### config.mk
export PLATFORM = sky130hd
export DESIGN_NAME = z80_print_capture
export DESIGN_NICKNAME = d
export VERILOG_FILES = /design/src/rtl/z80_print_pkg.sv /design/src/rtl/z80_print_fifo.sv /design/src/rtl/z80_print_capture.sv
export SDC_FILE = /design/constraint.sdc
export NUM_CORES = 1
export LEC_CHECK = 0
export CORE_ASPECT_RATIO = 0.6
export CORE_MARGIN = 2
export CORE_UTILIZATION = 35
export DETAILED_ROUTE_END_ITERATION = 6
export SLEW_MARGIN = 20
export SYNTH_ARGS = -nofsm -noshare
export SYNTH_HDL_FRONTEND = slang
export SYNTH_SLANG_ARGS = --single-unit
### constraint.sdc
create_clock -name MCLK -period 3 [get_ports MCLK]
set_input_delay 0.6 -clock MCLK [delete_from_list [all_inputs] [get_ports MCLK]]
set_output_delay 0.6 -clock MCLK [all_outputs]
set_load 0.005 [all_outputs]
### src/rtl/z80_print_pkg.sv
// Shared types and control codes for the Z80 print-port capture block.
package z80_print_pkg;

  typedef enum logic [1:0] {
    KIND_CHAR      = 2'd0,
    KIND_NEWLINE   = 2'd1,
    KIND_COPYRIGHT = 2'd2
  } kind_t;

  typedef enum logic [1:0] {
    ST_PASS  = 2'd0,
    ST_SKIP2 = 2'd1,
    ST_SKIP1 = 2'd2
  } filt_state_t;

  localparam logic [7:0] CODE_NEWLINE   = 8'd13;
  localparam logic [7:0] CODE_SKIP      = 8'd23;
  localparam logic [7:0] CODE_COPYRIGHT = 8'd127;
  localparam logic [7:0] CODE_SPACE     = 8'h20;

endpackage

### src/rtl/z80_print_fifo.sv
// Synchronous FIFO for filtered console entries; a push into a full FIFO is
// accepted only when a pop frees the head slot in the same cycle.
module z80_print_fifo #(
  parameter int DEPTH = 16,
  parameter int WIDTH = 10
) (
  input  logic             MCLK,
  input  logic             RESET,
  input  logic             push,
  input  logic [WIDTH-1:0] wdata,
  input  logic             pop,
  output logic [WIDTH-1:0] rdata,
  output logic             empty,
  output logic             push_ok
);

  localparam int AW = $clog2(DEPTH);

  logic [AW:0]      wr_ptr_r;
  logic [AW:0]      rd_ptr_r;
  logic [WIDTH-1:0] mem_r [DEPTH];
  logic             full_s;
  logic             pop_ok_s;

  assign empty    = (wr_ptr_r == rd_ptr_r);
  assign full_s   = (wr_ptr_r[AW] != rd_ptr_r[AW]) &&
                    (wr_ptr_r[AW-1:0] == rd_ptr_r[AW-1:0]);
  assign pop_ok_s = pop & ~empty;
  assign push_ok  = push & (~full_s | pop_ok_s);
  assign rdata    = mem_r[rd_ptr_r[AW-1:0]];

  // Storage and pointer update
  always_ff @(posedge MCLK or negedge RESET) begin
    if (!RESET) begin
      wr_ptr_r <= '0;
      rd_ptr_r <= '0;
      for (int i = 0; i < DEPTH; i++) begin
        mem_r[i] <= '0;
      end
    end else begin
      if (push_ok) begin
        mem_r[wr_ptr_r[AW-1:0]] <= wdata;
        wr_ptr_r <= wr_ptr_r + (AW+1)'(1);
      end
      if (pop_ok_s) begin
        rd_ptr_r <= rd_ptr_r + (AW+1)'(1);
      end
    end
  end

endmodule

### src/rtl/z80_print_capture.sv
// Z80 bus monitor: captures print-port writes, applies console control-code
// filtering, queues the results, and counts Z80 clocks until HALT.
module z80_print_capture
  import z80_print_pkg::*;
#(
  parameter logic [15:0] PRINT_ADDR = 16'h1234,
  parameter int          FIFO_DEPTH = 16
) (
  input  logic        MCLK,
  input  logic        RESET,
  input  logic        CLK,
  input  logic [15:0] ADDRESS,
  input  logic        ADDRESS_z,
  input  logic [7:0]  DATA_o,
  input  logic        DATA_z,
  input  logic        MREQ,
  input  logic        MREQ_z,
  input  logic        WR,
  input  logic        WR_z,
  input  logic        RFSH,
  input  logic        HALT,
  output logic [7:0]  out_data,
  output logic [1:0]  out_kind,
  output logic        out_valid,
  input  logic        out_ready,
  output logic        overflow,
  output logic [15:0] char_count,
  output logic [31:0] cyc_count,
  output logic        done
);

  logic        clk_r, clk_d_r, addr_z_r, data_z_r, mreq_r, mreq_z_r;
  logic        wr_r, wr_z_r, rfsh_r, halt_r, mwr_d_r;
  logic [15:0] addr_r;
  logic [7:0]  data_r;
  logic        mwr_s, event_s, rise_s;

  filt_state_t state_r, state_next_s;
  logic        push_s, push_ok_s, fifo_empty_s;
  logic [7:0]  push_data_s;
  kind_t       push_kind_s;
  logic [9:0]  fifo_rdata_s;

  logic        overflow_r, done_r;
  logic [15:0] char_count_r;
  logic [31:0] cyc_count_r;

  assign mwr_s   = ~mreq_r & ~mreq_z_r & ~wr_r & ~wr_z_r & rfsh_r & ~addr_z_r;
  assign event_s = mwr_s & ~mwr_d_r & (addr_r == PRINT_ADDR) & ~data_z_r;
  assign rise_s  = clk_r & ~clk_d_r;

  // Input sampling stage; idle strobes reset to their inactive-high level
  always_ff @(posedge MCLK or negedge RESET) begin
    if (!RESET) begin
      clk_r    <= 1'b0;
      clk_d_r  <= 1'b0;
      addr_r   <= 16'h0000;
      addr_z_r <= 1'b0;
      data_r   <= 8'h00;
      data_z_r <= 1'b0;
      mreq_r   <= 1'b1;
      mreq_z_r <= 1'b0;
      wr_r     <= 1'b1;
      wr_z_r   <= 1'b0;
      rfsh_r   <= 1'b1;
      halt_r   <= 1'b1;
      mwr_d_r  <= 1'b0;
    end else begin
      clk_r    <= CLK;
      clk_d_r  <= clk_r;
      addr_r   <= ADDRESS;
      addr_z_r <= ADDRESS_z;
      data_r   <= DATA_o;
      data_z_r <= DATA_z;
      mreq_r   <= MREQ;
      mreq_z_r <= MREQ_z;
      wr_r     <= WR;
      wr_z_r   <= WR_z;
      rfsh_r   <= RFSH;
      halt_r   <= HALT;
      mwr_d_r  <= mwr_s;
    end
  end

  // Filter state register
  always_ff @(posedge MCLK or negedge RESET) begin
    if (!RESET) begin
      state_r <= ST_PASS;
    end else begin
      state_r <= state_next_s;
    end
  end

  // Filter next-state and push decode; code 23 emits a space and eats two bytes
  always_comb begin
    state_next_s = state_r;
    push_s       = 1'b0;
    push_data_s  = 8'h00;
    push_kind_s  = KIND_CHAR;
    if (event_s) begin
      case (state_r)
        ST_PASS: begin
          push_s = 1'b1;
          if (data_r == CODE_NEWLINE) begin
            push_data_s = CODE_NEWLINE;
            push_kind_s = KIND_NEWLINE;
          end else if (data_r == CODE_SKIP) begin
            push_data_s  = CODE_SPACE;
            state_next_s = ST_SKIP2;
          end else if (data_r == CODE_COPYRIGHT) begin
            push_data_s = CODE_COPYRIGHT;
            push_kind_s = KIND_COPYRIGHT;
          end else begin
            push_data_s = data_r;
          end
        end
        ST_SKIP2: state_next_s = ST_SKIP1;
        ST_SKIP1: state_next_s = ST_PASS;
        default:  state_next_s = ST_PASS;
      endcase
    end else begin
      state_next_s = state_r;
    end
  end

  z80_print_fifo #(
    .DEPTH (FIFO_DEPTH),
    .WIDTH (10)
  ) u_fifo (
    .MCLK    (MCLK),
    .RESET   (RESET),
    .push    (push_s),
    .wdata   ({push_kind_s, push_data_s}),
    .pop     (out_ready),
    .rdata   (fifo_rdata_s),
    .empty   (fifo_empty_s),
    .push_ok (push_ok_s)
  );

  // Status counters; an edge coinciding with the first low HALT is not counted
  always_ff @(posedge MCLK or negedge RESET) begin
    if (!RESET) begin
      overflow_r   <= 1'b0;
      char_count_r <= 16'h0000;
      done_r       <= 1'b0;
      cyc_count_r  <= 32'h0000_0000;
    end else begin
      if (push_ok_s) begin
        char_count_r <= char_count_r + 16'd1;
      end
      if (push_s && !push_ok_s) begin
        overflow_r <= 1'b1;
      end
      if (!halt_r) begin
        done_r <= 1'b1;
      end
      if (rise_s && halt_r && !done_r) begin
        cyc_count_r <= cyc_count_r + 32'd1;
      end
    end
  end

  assign out_data   = fifo_rdata_s[7:0];
  assign out_kind   = fifo_rdata_s[9:8];
  assign out_valid  = ~fifo_empty_s;
  assign overflow   = overflow_r;
  assign char_count = char_count_r;
  assign cyc_count  = cyc_count_r;
  assign done       = done_r;

endmodule

# == After elaboration in Yosys (flattened, before gate mapping) ==
# Cells that the tools add are included.
# classes
addsub,4
n_lt_le_gt_ge,3
n_mul,0
n_div,0
reduce_logical,9
eq_ne,10
shift,0
muxes,21
bitwise_logic,24
# ops
op,count
$bwmux W160,1
$bmux W10 S4,1
$demux W10 S4,1
$mux W8,5
$add A32 B1 Y32 const B,1
$mux W10,3
$add A16 B1 Y16 const B,1
$eq A16 B13 Y1 const B,1
$mux W2,7
$and A1 B1 Y1,11
$add A5 B1 Y5 const B,2
$ge A5 B5 Y1 const B,2
$not A1 Y1,10
$not A4 Y5,2
$eq A8 B4 Y1 const B,1
$eq A8 B5 Y1 const B,1
$eq A8 B7 Y1 const B,1
$eq A5 B5 Y1,1
$logic_and A1 B1 Y1,5
$lt A5 B1 Y1 const B,1
$eq A4 B4 Y1,1
$ne A2 B2 Y1 const B,2
$pmux W2 S2,1
$reduce_and A3 Y1,1
other kinds (6),8
# word_totals
ramBits,0
romBits,0
memories,0
out_inout_bits,61
in_bits,36
latch_bits,0
regBits,257

# == Depth between registers and ports, before layout ==
# depth
ltp_word,13
depth_mapped,8
depth_no_buf,7

# == Modules after synthesis ==
# A second synthesis with hierarchy kept.
# unflattened
hier_cells,776
area_unflattened_um2,11408.4
# modules_own_cells
module,seq_area_each_um2,area_per_inst_um2,n_inst,cells_per_inst
z80_print_fifo,4254.1,8005.2,1,508
z80_print_capture,2182.1,3403.3,1,268

# == Worst setup path after synthesis ==
# No wires, ideal clock.
# synth_timing
kind,reg2out
from,reg u_fifo.rd_ptr_r[0]
to,out out_data[6]
stages_incl_launch_ff,5
n_path_buf,2
arrival_ns,1.795
setup_slack_ns,0.605
path_cell_list,dfrtp_1 -> buf_2 -> buf_2 -> mux4_2 -> mux4_2
# synth_between
elab_chain_cells,4
# synth_lines
element,line,rtl
start: declaration,z80_print_fifo.sv:20,logic [AW:0] rd_ptr_r;
start signal: assignment,z80_print_fifo.sv:46,rd_ptr_r <= rd_ptr_r + (AW+1)'(1);
$not A4 Y5 (not written as such),z80_print_fifo.sv:30,assign rdata = mem_r[rd_ptr_r[AW-1:0]];
$bmux W10 S4,z80_print_fifo.sv:30,
$mux W10 (not written as such) (2 in series),z80_print_fifo.sv:30,
end: declaration,z80_print_capture.sv:22,"output logic [7:0] out_data,"
# No other way between the ends. The select of a mux whose other input is x is not followed.

# == Worst setup path after layout ==
# Same ends and word-level chain as after synthesis.

==> impl_metrics.xml <==
<?xml version="1.0" encoding="UTF-8"?>
<metrics>
  <group name="route">
    <metric name="detail-route-antenna-nets" unit="">0</metric>
    <metric name="wl_met2" unit="µm">13400</metric>
    <metric name="drt_iter0_markers" unit="">854</metric>
    <metric name="drt-wirelength-per-cell" unit="µm">21.6</metric>
    <metric name="drc_errors" unit="">0</metric>
    <metric name="wl" unit="µm">32700</metric>
    <metric name="routed-wl-met3" unit="µm">2720</metric>
    <metric name="topRoutingLayerUsed" unit="">met4</metric>
    <metric name="dr_total_vias" unit="">8222</metric>
    <metric name="drt_pass1_iterations" unit="">6</metric>
    <metric name="wl_met1" unit="µm">16200</metric>
    <metric name="vias_per_cell" unit="">5.44</metric>
  </group>
  <group name="yosys">
    <metric name="post_synth_xor_area_fraction" unit="%">4.59</metric>
    <metric name="simple_logic_cell_fraction_of_the_synthesized_area" unit="%">15.2</metric>
    <metric name="synth_cell_type_count" unit="">47</metric>
    <metric name="largest_family_of_logic_cells_by_synthesized_area" unit="">simple AND/OR/NAND/NOR gates</metric>
    <metric name="yosysSeqAreaShare" unit="%">57.1</metric>
    <metric name="yosys.area_share.adder" unit="%">0.778</metric>
    <metric name="synthesized_netlist_cell_count" unit="">953</metric>
    <metric name="synth.yosys.warnings" unit="">0</metric>
    <metric name="synth_area_per_cell" unit="µm²">11.8</metric>
    <metric name="post_synthesis_net_count" unit="">996</metric>
    <metric name="postSynthRegisterBits" unit="">257</metric>
    <metric name="synth.mux.area_fraction" unit="%">10.2</metric>
    <metric name="synth_compound_gate_area_share" unit="%">9.74</metric>
    <metric name="total_standard_cell_area_after_synthesis" unit="µm²">11300</metric>
  </group>
  <group name="clock_network">
    <metric name="cts_max_path_buffers" unit="">3</metric>
    <metric name="cts.sink_count" unit="">257</metric>
    <metric name="worst_setup_hold_path_clk_slew" unit="ps">70</metric>
    <metric name="post_cts_hold_buffer_count" unit="">0</metric>
    <metric name="cts-buffers-inserted" unit="">26</metric>
    <metric name="insertion_delay" unit="ps">540</metric>
    <metric name="cts_htree_levels" unit="">1</metric>
    <metric name="clock-root-buffer" unit="">sky130_fd_sc_hd__clkbuf_16</metric>
    <metric name="cts_tree" unit="">built</metric>
  </group>
  <group name="power_and_ir_drop">
    <metric name="max_rail_drop_vdd" unit="mV">0.318</metric>
    <metric name="reported_leakage_power" unit="nW">6.14</metric>
    <metric name="tot_pwr" unit="mW">8.72</metric>
    <metric name="power_per_cell_area" unit="nW/µm²">619</metric>
  </group>
  <group name="sta">
    <metric name="achievable-frequency" unit="GHz">0.331</metric>
    <metric name="max-slew-margin-rel" unit="%">54.3</metric>
    <metric name="final_hold_viols" unit="">5</metric>
    <metric name="setup_viol" unit="">2</metric>
    <metric name="finalCritPeriodShare" unit="%">101</metric>
    <metric name="finalWorstPathRequiredPeriod" unit="ps">3020</metric>
    <metric name="clock_skew" unit="ps">16.4</metric>
    <metric name="worst_hold_check_slack" unit="ps">-18.0</metric>
    <metric name="rsz0062_at_grt" unit="">true</metric>
    <metric name="setup_slack" unit="ps">-17.3</metric>
    <metric name="report.final.slew_viol_count" unit="">0</metric>
    <metric name="max_slew.worst_pin.slew" unit="ps">683</metric>
  </group>
  <group name="die">
    <metric name="chipWidth" unit="µm">236</metric>
    <metric name="die-area" unit="µm²">33700</metric>
    <metric name="io-pin-count" unit="">97</metric>
    <metric name="fp.coreArea" unit="µm²">31400</metric>
    <metric name="floorplan.rows" unit="">50</metric>
    <metric name="initial_utilization" unit="%">35.9</metric>
    <metric name="die_y" unit="µm">143</metric>
  </group>
  <group name="global_routing">
    <metric name="grt_overflow_total" unit="">0</metric>
    <metric name="track_usage" unit="%">19.9</metric>
    <metric name="grt_start_max_net_pins" unit="">78</metric>
    <metric name="antenna_found_initial" unit="">0</metric>
    <metric name="grt_first_pass_wirelength" unit="µm">51100</metric>
    <metric name="number_of_global_route_vias_before_repair" unit="">8196</metric>
  </group>
  <group name="worst_setup_path">
    <metric name="timing.critical_path.arrival" unit="ps">2420</metric>
    <metric name="cpLargestDelayFamily" unit="">multiplexers</metric>
    <metric name="critical-path-max-stage-delay" unit="ps">550</metric>
    <metric name="critical-path-slowest-cell" unit="">sky130_fd_sc_hd__mux4_2</metric>
    <metric name="critical_path.n_buffers_inverters" unit="">3</metric>
    <metric name="path_common_cell" unit="">sky130_fd_sc_hd__mux4_2</metric>
    <metric name="crit_chain" unit="">buf_6 &gt; buf_12 &gt; mux4_2 &gt; mux4_2 &gt; buf_2</metric>
    <metric name="timing.critical_path.from_type" unit="">flop</metric>
    <metric name="worst_setup_path_end_kind" unit="">output port</metric>
    <metric name="timing_worst_setup_path_type" unit="">reg -&gt; out</metric>
    <metric name="worst-path-max-fanout" unit="">5</metric>
    <metric name="timing.critical_path.required" unit="ps">2400</metric>
  </group>
  <group name="min_path">
    <metric name="hold_path_class" unit="">in -&gt; async</metric>
  </group>
  <group name="finish">
    <metric name="areaGrowthSynthToFinish" unit="%">25.0</metric>
    <metric name="share_of_post_route_cells_with_drive_strength_above_1" unit="%">17.7</metric>
    <metric name="antennaDiodeCount" unit="">0</metric>
    <metric name="design.final.nets" unit="">1120</metric>
    <metric name="post_layout_cell_count" unit="">1512</metric>
  </group>
  <group name="place">
    <metric name="dp.final_hpwl" unit="µm">21700</metric>
    <metric name="place_ws" unit="ps">112</metric>
    <metric name="place_congestion" unit="">0.826</metric>
    <metric name="placement.io_buffers" unit="">96</metric>
    <metric name="dp_cells" unit="">1457</metric>
  </group>
  <group name="run">
    <metric name="cap_viol_max_count" unit="">0</metric>
  </group>
  <group name="run_status">
    <metric name="violations" unit="">negative hold slack, negative setup slack</metric>
    <metric name="outcome" unit="">finished with violations</metric>
  </group>
</metrics>
## synthesized netlist by cell type (all sizes together)
cell type	n	area [µm²]
ha	7	87.6
nor4bb	1	10.0
nor2b	1	6.26
and3	10	62.6
and4	5	43.8
nand3	21	105
a21boi	1	7.51
and2	6	37.5
or2	6	37.5
nor3	7	40.0
dfstp	4	105
clkbuf	40	150
inv	5	18.8
mux4	50	1130
nor2	13	48.8
xnor2	47	412
or3	1	6.26
xor2	12	105
a2111oi	1	27.5
a31o	1	8.76
o211ai	1	7.51
nor4	8	83.8
and3b	4	35.0
o31ai	1	7.51
nor4b	5	43.8
mux2	2	22.5
o2111ai	14	123
nand4	25	178
nand2b	1	6.26
nand3b	2	15.0
nand4bb	4	45.0
nor3b	5	37.5
dfrtp	253	6330
nand4b	9	199
buf	17	90.1
o21ai	183	916
nand2	180	676
## cells in the final DEF (no fill, tap or decap), drive strengths merged, types with 8 or more instances in the layout
master         count
clkbuf            36
xor2              12
o21ai            183
nand4             25
nand4b             9
buf               67
nand3             21
clkdlybuf4s50     84
nor4               8
o2111ai           14
nand2            180
mux4              50
nor2              13
dfrtp            253
xnor2             47
and3              10
## through the flow
| step | TNS, ps | util [%] | area [µm²] |
|---|---|---|---|
| CTS | -328 | 44.9 | 14100 |
| floorplan | 0 | - | 11300 |
| detailed placement | 0 | 41.3 | 13000 |
| finish | -19.3 | 44.8 | 14100 |
| global route | -334 | 44.8 | 14100 |
| global placement | 0 | 41.3 | 13000 |
## power by group
part	internal [mW]	leakage [nW]	total [mW]	switching, mW
logic	0.697	2.17	1.38	0.682
clock network	2.35	0.487	3.76	1.41
registers	3.53	3.48	3.58	0.0502
## worst paths after layout
kind | start | endpoint | slack (ps) | depth (start not counted)
min in group MCLK | clk_r | clk_d_r | 370 | 0
min reg2reg | clk_r | clk_d_r | 370 | 0
max in group asynchronous | RESET | u_fifo.mem_r[106] | 2190 | 2
min | RESET | cyc_count[22] | -20 | 1
max | u_fifo.rd_ptr_r[0] | out_data[6] | -20 | 5
max reg2reg | addr_r[10] | u_fifo.mem_r[21] | 420 | 5
## timing repair
action / CTS / global route
endpoints found under the setup margin: 11 / 9
gates resized for setup: 50 / 5
cloned: 2 / 0
setup buffers: 7 / 1
## worst register-to-register path, cell delays in order, from the launching register on
cell and delay (ps):
sky130_fd_sc_hd__dfrtp_1 370, sky130_fd_sc_hd__nor4b_1 370, sky130_fd_sc_hd__nand3_1 340, sky130_fd_sc_hd__nor4_2 570
sky130_fd_sc_hd__nand2_1 520, sky130_fd_sc_hd__o21ai_0 310
## cell type report
class / instances / area (µm²)
Tap cell: 416 / 520
Clock inverter: 12 / 245
Timing Repair Buffer: 153 / 1520
Sequential cell: 257 / 6440
Inverter: 5 / 18.8
Clock buffer: 35 / 746
Multi-Input combinational cell: 634 / 4590
Fill cell: 2875 / 17300
## sequential cells by signal, summed over array words and instances, names as in the netlist, 2 cells and up
signal	cells
u_fifo.rd_ptr_r	5
state_r	2
addr_r	16
u_fifo.mem_r	160
cyc_count	32
char_count	16
data_r	8
u_fifo.wr_ptr_r	5
## cell families (layout without fill, tap and decap cells)
kind of cell             count (synthesis)  count (layout)
AO/OA/AOI/OAI                          202             202
flip-flops                             257             257
buffers and inverters                   62             205
multiplexers                            52              52
XOR/XNOR                                59              59
adder cells (fa/ha/maj)                  7               7
AND/OR/NAND/NOR                        314             314
## per-layer routing
metal  vias up  global-route usage [%]
met5         -                       0
met4         0                    3.29
met3        34                    4.85
met2       298                    27.6
met1      4230                    31.4
li1       3660                       -
Power figures use the tool's default switching activity.
